File: src/rtl/bcd_operand_splitter.sv
`timescale 1ns/1ps
`default_nettype none
// ============================================================================
// Module      : bcd_operand_splitter
// Description : Sequential double-dabble converter turning two binary operands
//               into tens/ones BCD digits for the display select mux.
// Revision    : 1.0 - initial release
// ============================================================================
module bcd_operand_splitter #(
    parameter int         WIDTH = 7,
    parameter logic [3:0] BLANK = 4'hF
) (
    input  logic             clk,
    input  logic             rst_n,
    input  logic             start,
    input  logic [WIDTH-1:0] num1,
    input  logic [WIDTH-1:0] num2,
    output logic             busy,
    output logic             done,
    output logic [3:0]       num1ones,
    output logic [3:0]       num1tens,
    output logic [3:0]       num2ones,
    output logic [3:0]       num2tens,
    output logic             ovf1,
    output logic             ovf2
);

    localparam int             c_CW  = $clog2(WIDTH + 1);
    localparam logic [WIDTH-1:0] c_MAX = WIDTH'(99);

    typedef enum logic [1:0] {
        ST_IDLE   = 2'd0,
        ST_SHIFT  = 2'd1,
        ST_FINISH = 2'd2
    } state_t;

    state_t            r_state;
    logic [WIDTH-1:0]  r_bin1;
    logic [WIDTH-1:0]  r_bin2;
    logic [7:0]        r_bcd1;
    logic [7:0]        r_bcd2;
    logic [c_CW-1:0]   r_count;
    logic              r_ovf1;
    logic              r_ovf2;
    logic [7:0]        w_adj1;
    logic [7:0]        w_adj2;

    // Nibble-wise add-3 on the pre-shift accumulator; no carry between nibbles.
    function automatic logic [7:0] add3(input logic [7:0] v);
        logic [3:0] lo;
        logic [3:0] hi;
        lo = (v[3:0] >= 4'd5) ? v[3:0] + 4'd3 : v[3:0];
        hi = (v[7:4] >= 4'd5) ? v[7:4] + 4'd3 : v[7:4];
        return {hi, lo};
    endfunction

    assign w_adj1 = add3(r_bcd1);
    assign w_adj2 = add3(r_bcd2);

    always_ff @(posedge clk or negedge rst_n) begin
        if (!rst_n) begin
            r_state  <= ST_IDLE;
            r_bin1   <= '0;
            r_bin2   <= '0;
            r_bcd1   <= '0;
            r_bcd2   <= '0;
            r_count  <= '0;
            r_ovf1   <= 1'b0;
            r_ovf2   <= 1'b0;
            busy     <= 1'b0;
            done     <= 1'b0;
            num1ones <= 4'd0;
            num1tens <= 4'd0;
            num2ones <= 4'd0;
            num2tens <= 4'd0;
            ovf1     <= 1'b0;
            ovf2     <= 1'b0;
        end else begin
            done <= 1'b0;
            case (r_state)
                ST_IDLE: begin
                    if (start) begin
                        r_bin1  <= num1;
                        r_bin2  <= num2;
                        r_bcd1  <= '0;
                        r_bcd2  <= '0;
                        r_count <= '0;
                        r_ovf1  <= (num1 > c_MAX);
                        r_ovf2  <= (num2 > c_MAX);
                        busy    <= 1'b1;
                        r_state <= ST_SHIFT;
                    end
                end
                ST_SHIFT: begin
                    r_bcd1  <= {w_adj1[6:0], r_bin1[WIDTH-1]};
                    r_bcd2  <= {w_adj2[6:0], r_bin2[WIDTH-1]};
                    r_bin1  <= r_bin1 << 1;
                    r_bin2  <= r_bin2 << 1;
                    r_count <= r_count + c_CW'(1);
                    if (r_count == c_CW'(WIDTH - 1)) begin
                        r_state <= ST_FINISH;
                    end
                end
                ST_FINISH: begin
                    num1tens <= r_ovf1 ? BLANK : r_bcd1[7:4];
                    num1ones <= r_ovf1 ? BLANK : r_bcd1[3:0];
                    num2tens <= r_ovf2 ? BLANK : r_bcd2[7:4];
                    num2ones <= r_ovf2 ? BLANK : r_bcd2[3:0];
                    ovf1     <= r_ovf1;
                    ovf2     <= r_ovf2;
                    busy     <= 1'b0;
                    done     <= 1'b1;
                    r_state  <= ST_IDLE;
                end
                default: begin
                    busy    <= 1'b0;
                    r_state <= ST_IDLE;
                end
            endcase
        end
    end

endmodule
`default_nettype wire
File: config.mk
export PLATFORM = sky130hd
export DESIGN_NAME = bcd_operand_splitter
export DESIGN_NICKNAME = d
export VERILOG_FILES = /design/src/rtl/bcd_operand_splitter.sv
export SDC_FILE = /design/constraint.sdc
export NUM_CORES = 1
export LEC_CHECK = 0
export ABC_AREA = 1
export CAP_MARGIN = 20
export CORE_MARGIN = 3
export CORE_UTILIZATION = 49
export DETAILED_ROUTE_END_ITERATION = 16
export PLACE_DENSITY = 0.74
export SLEW_MARGIN = 20
export SYNTH_ARGS = -nofsm -noshare
export SYNTH_HDL_FRONTEND = slang
export SYNTH_SLANG_ARGS = --single-unit
File: constraint.sdc
create_clock -name clk -period 1.1 [get_ports clk]
set_input_delay 0.22 -clock clk [delete_from_list [all_inputs] [get_ports clk]]
set_output_delay 0.22 -clock clk [all_outputs]
set_load 0.02 [all_outputs]
==> results of run 1 <==
how the worst max path moves through the flow:
stage | end | slack, ns | cells past startpoint
after CTS | r_bcd1[2] | -0.05 | 7
after detailed placement | r_bin1[3] | -0.24 | 5
after global placement | r_bin2[1] | -0.23 | 6
after global routing | r_bcd1[4] | -0.22 | 7
after floorplan | r_bcd1[1] | 0.0004 | 8
final | r_bcd1[4] | -0.16 | 7
stage by stage:
step                setup slack, ns  cell area (µm²)  std cells
floorplan                  0.000390             2620        306
global placement             -0.232             3300        432
detailed placement           -0.242             3300        432
CTS                         -0.0481             3640        459
global route                 -0.224             4160        479
finish                       -0.158             4160        479
area by class of cell:
class                   instances  area (µm²)
clock buffers                  13         159
clock inverters                 3        15.0
fillers                       260         778
inverters                      28         118
multi-input cells             212        1350
flip-flops and latches         57        1430
well taps                      67        83.8
repair buffers                 99        1020
power by group through the flow:
stage / clock [W] / combinational [W] / sequential (W)
after CTS: 0.00176 / 0.00543 / 0.00368
after floorplan: 0 / 0.00254 / 0.00393
after detailed placement: 0 / 0.00490 / 0.00363
after global routing: 0.00183 / 0.00784 / 0.00395
after global placement: 0 / 0.00475 / 0.00360
final: 0.00175 / 0.00721 / 0.00384
placed cells by master (no fill, tap or decap), types with 6 or more instances in the layout:
cell and count:
nand2_2 10, inv_1 12, inv_2 12, o21ai_0 15, buf_6 28, a21oi_2 8, nand2_1 56, clkdlybuf4s50_1 15
nand2_4 10, nand4_1 8, nor2_2 6, buf_4 44, ha_4 6, nand3_1 11, a21oi_1 21, o21ai_1 11
clkbuf_8 11, nand3_2 9, nor2_4 7, nor2_1 24, dfrtp_1 56
tightest hold or removal path, cell delays in order:
cell and delay (ns):
dlygate4sd3_1 0.52, buf_2 0.12, buf_12 0.28
per-layer routing:
| layer | share of wire | vias to the layer above | track usage | routed length, µm |
|---|---|---|---|---|
| li1 | - | 1210 | - | - |
| met1 | 0.43 | 1231 | 0.255 | 3150 |
| met2 | 0.50 | 92 | 0.354 | 3690 |
| met3 | 0.049 | 18 | 0.0351 | 360 |
| met4 | 0.023 | 0 | 0.124 | 168 |
| met5 | 0 | - | 0 | 0 |
registers in the layout, summed over array words and instances (netlist names):
signal	flops
done	1
ovf1	1
r_count	3
r_bcd1	8
r_bin1	7
ovf2	1
r_ovf1	1
num1ones	4
num1tens	4
r_state	2
r_bin2	7
num2ones	4
r_bcd2	8
num2tens	4
r_ovf2	1
busy	1
cell families after synthesis:
| group | count (synthesis) | synth area share |
|---|---|---|
| fa+ha+maj | 10 | 0.0479 |
| simple gates | 144 | 0.230 |
| flops | 57 | 0.546 |
| buf+inv | 37 | 0.0637 |
| compound gates | 58 | 0.112 |
what timing repair did:
item                       CTS  global route
pin swaps                    5            14
gates cloned                 0             4
hold buffers                 1             0
resized for setup          142            90
buffers inserted            10            16
setup endpoints to repair   39            68
hold endpoints to repair    57             0
==> flow_summary.ini, run 1 <==
[outcome]
status = finished with violations
violations = setup timing

[placement]
dp_hpwl_um = 3930
place.gp.congestion = 0.786
port_buffers = 36

[synth]
synth_top_area_share = 0.546
synth.most_common_cell = nand2_1
ys_ff_latch = 57
ys_types = 20
seq_area_frac_synth = 0.546
synth_flop_cell = dfrtp_1
synthTopCellsByArea = dfrtp_1 55%, nand2_1 10%, a21oi_1 5.6%
synth_edf_count = 0
synth_top_area_cell = dfrtp_1
netlist_instances = 306
synthTopCellsByCount = 73 x nand2_1, 57 x dfrtp_1, 35 x nor2_1, 29 x a21oi_1, 28 x o21ai_0
yosys_warnings = 0
syn_nets = 333
async_flop_share = 1.00
syn_avg_cell_area_um2 = 8.54
syn_area_um2 = 2610

[drt]
remaining_drc_errors = 0
first_pass_iters = 5
via_count = 2551
vias_per_cell = 5.33
routedWlPerCell_um = 15.4
ant_nets = 0
drt_iter0_drc = 193
wirelength_um = 7370

[setup_path]
critPathMostFrequentCell = nand2_1
slowest_delay_ns = 0.44
path_max_fanout = 4
endpoint_kind = flip-flop
cpMaxStageDelayCell = dfrtp_2
timing.rr.end = r_bcd1[4]
crit_start = r_bcd1[0]
cpLargestDelayFamily = flip-flops
regToRegStartpoint = r_bcd1[0]
arrival_ns = 1.48
crit_chain = inv_2 -> ha_4 -> inv_4 -> o21ai_1 -> nand2_1 -> nand3_1 -> nand2_1
cp_data_required_time_ns = 1.33
rr_worst_depth = 7
path_buf_inv = 2
critPathKind = reg -> reg
startpoint_type = flip-flop
ff2ff_setup_slack_ns = -0.16

[power]
power_leakage_nw = 2.01
ir_drop_uv = 1500
clockPowerShare = 0.137
power_frac_seq = 0.300
swShare = 0.411
p_per_area_nw_per_um2 = 3070
power_w = 0.0128
switchingPower_w = 0.00527
p_int_w = 0.00754
combPwrFrac = 0.563

[die]
dieArea_um2 = 6240
die_w_um = 79.0
start_util = 0.529
core_area_um2 = 4940
die_h_um = 79.0
pin_count = 37
rows = 25

[sta]
slew_violations = 0
hold_ws_ns = 0.399
worst_slack_ns = -0.158
relSlewSlack = 0.770
rsz0062_at_grt = true
tightest_slew_ns = 0.345
finalSetupTns_ns = -1.04
setup_viol = 33
clock_skew_ns = 0.0104
hold_violations = 0
max_freq_ghz = 0.795
final_min_period_over_clock_period = 1.14
finalCriticalPeriod_ns = 1.26

[grt]
first_global_vias = 2271
grt_max_degree = 58
grt-ovfl-total = 0
grtUsageTotal = 0.211
grt_antenna_before_repair = 0
grt_pass1_wl_um = 10100

[min_path]
hp-class = in -> async

[layout]
fin_util = 0.843
num_antenna_cells = 0
drive_above_1_share = 0.420
syn_to_final_growth_pct = 59.4
fin_nets = 434

[clocking]
cts_buffers = 9
clk_path_buf_depth = 2
clk_latency_ns = 0.35
cts.sinks = 57
tritoncts = built
clk_pin_slew_ns = 0.07
cts.htree.levels = 3
root_buffer = clkbuf_8

[run]
maxCapViolCount = 0
(Power assumes the default switching activity.)
==> inputs of run 2 (changes only) <==
--- a/config.mk
+++ b/config.mk
@@ -10,6 +10,7 @@
 export CORE_MARGIN = 3
 export CORE_UTILIZATION = 49
 export DETAILED_ROUTE_END_ITERATION = 16
+export GPL_ROUTABILITY_DRIVEN = 0
 export PLACE_DENSITY = 0.74
 export SLEW_MARGIN = 20
 export SYNTH_ARGS = -nofsm -noshare
==> results of run 2 <==
No change in the layout: final DEF, timing and power equal those of run 1.
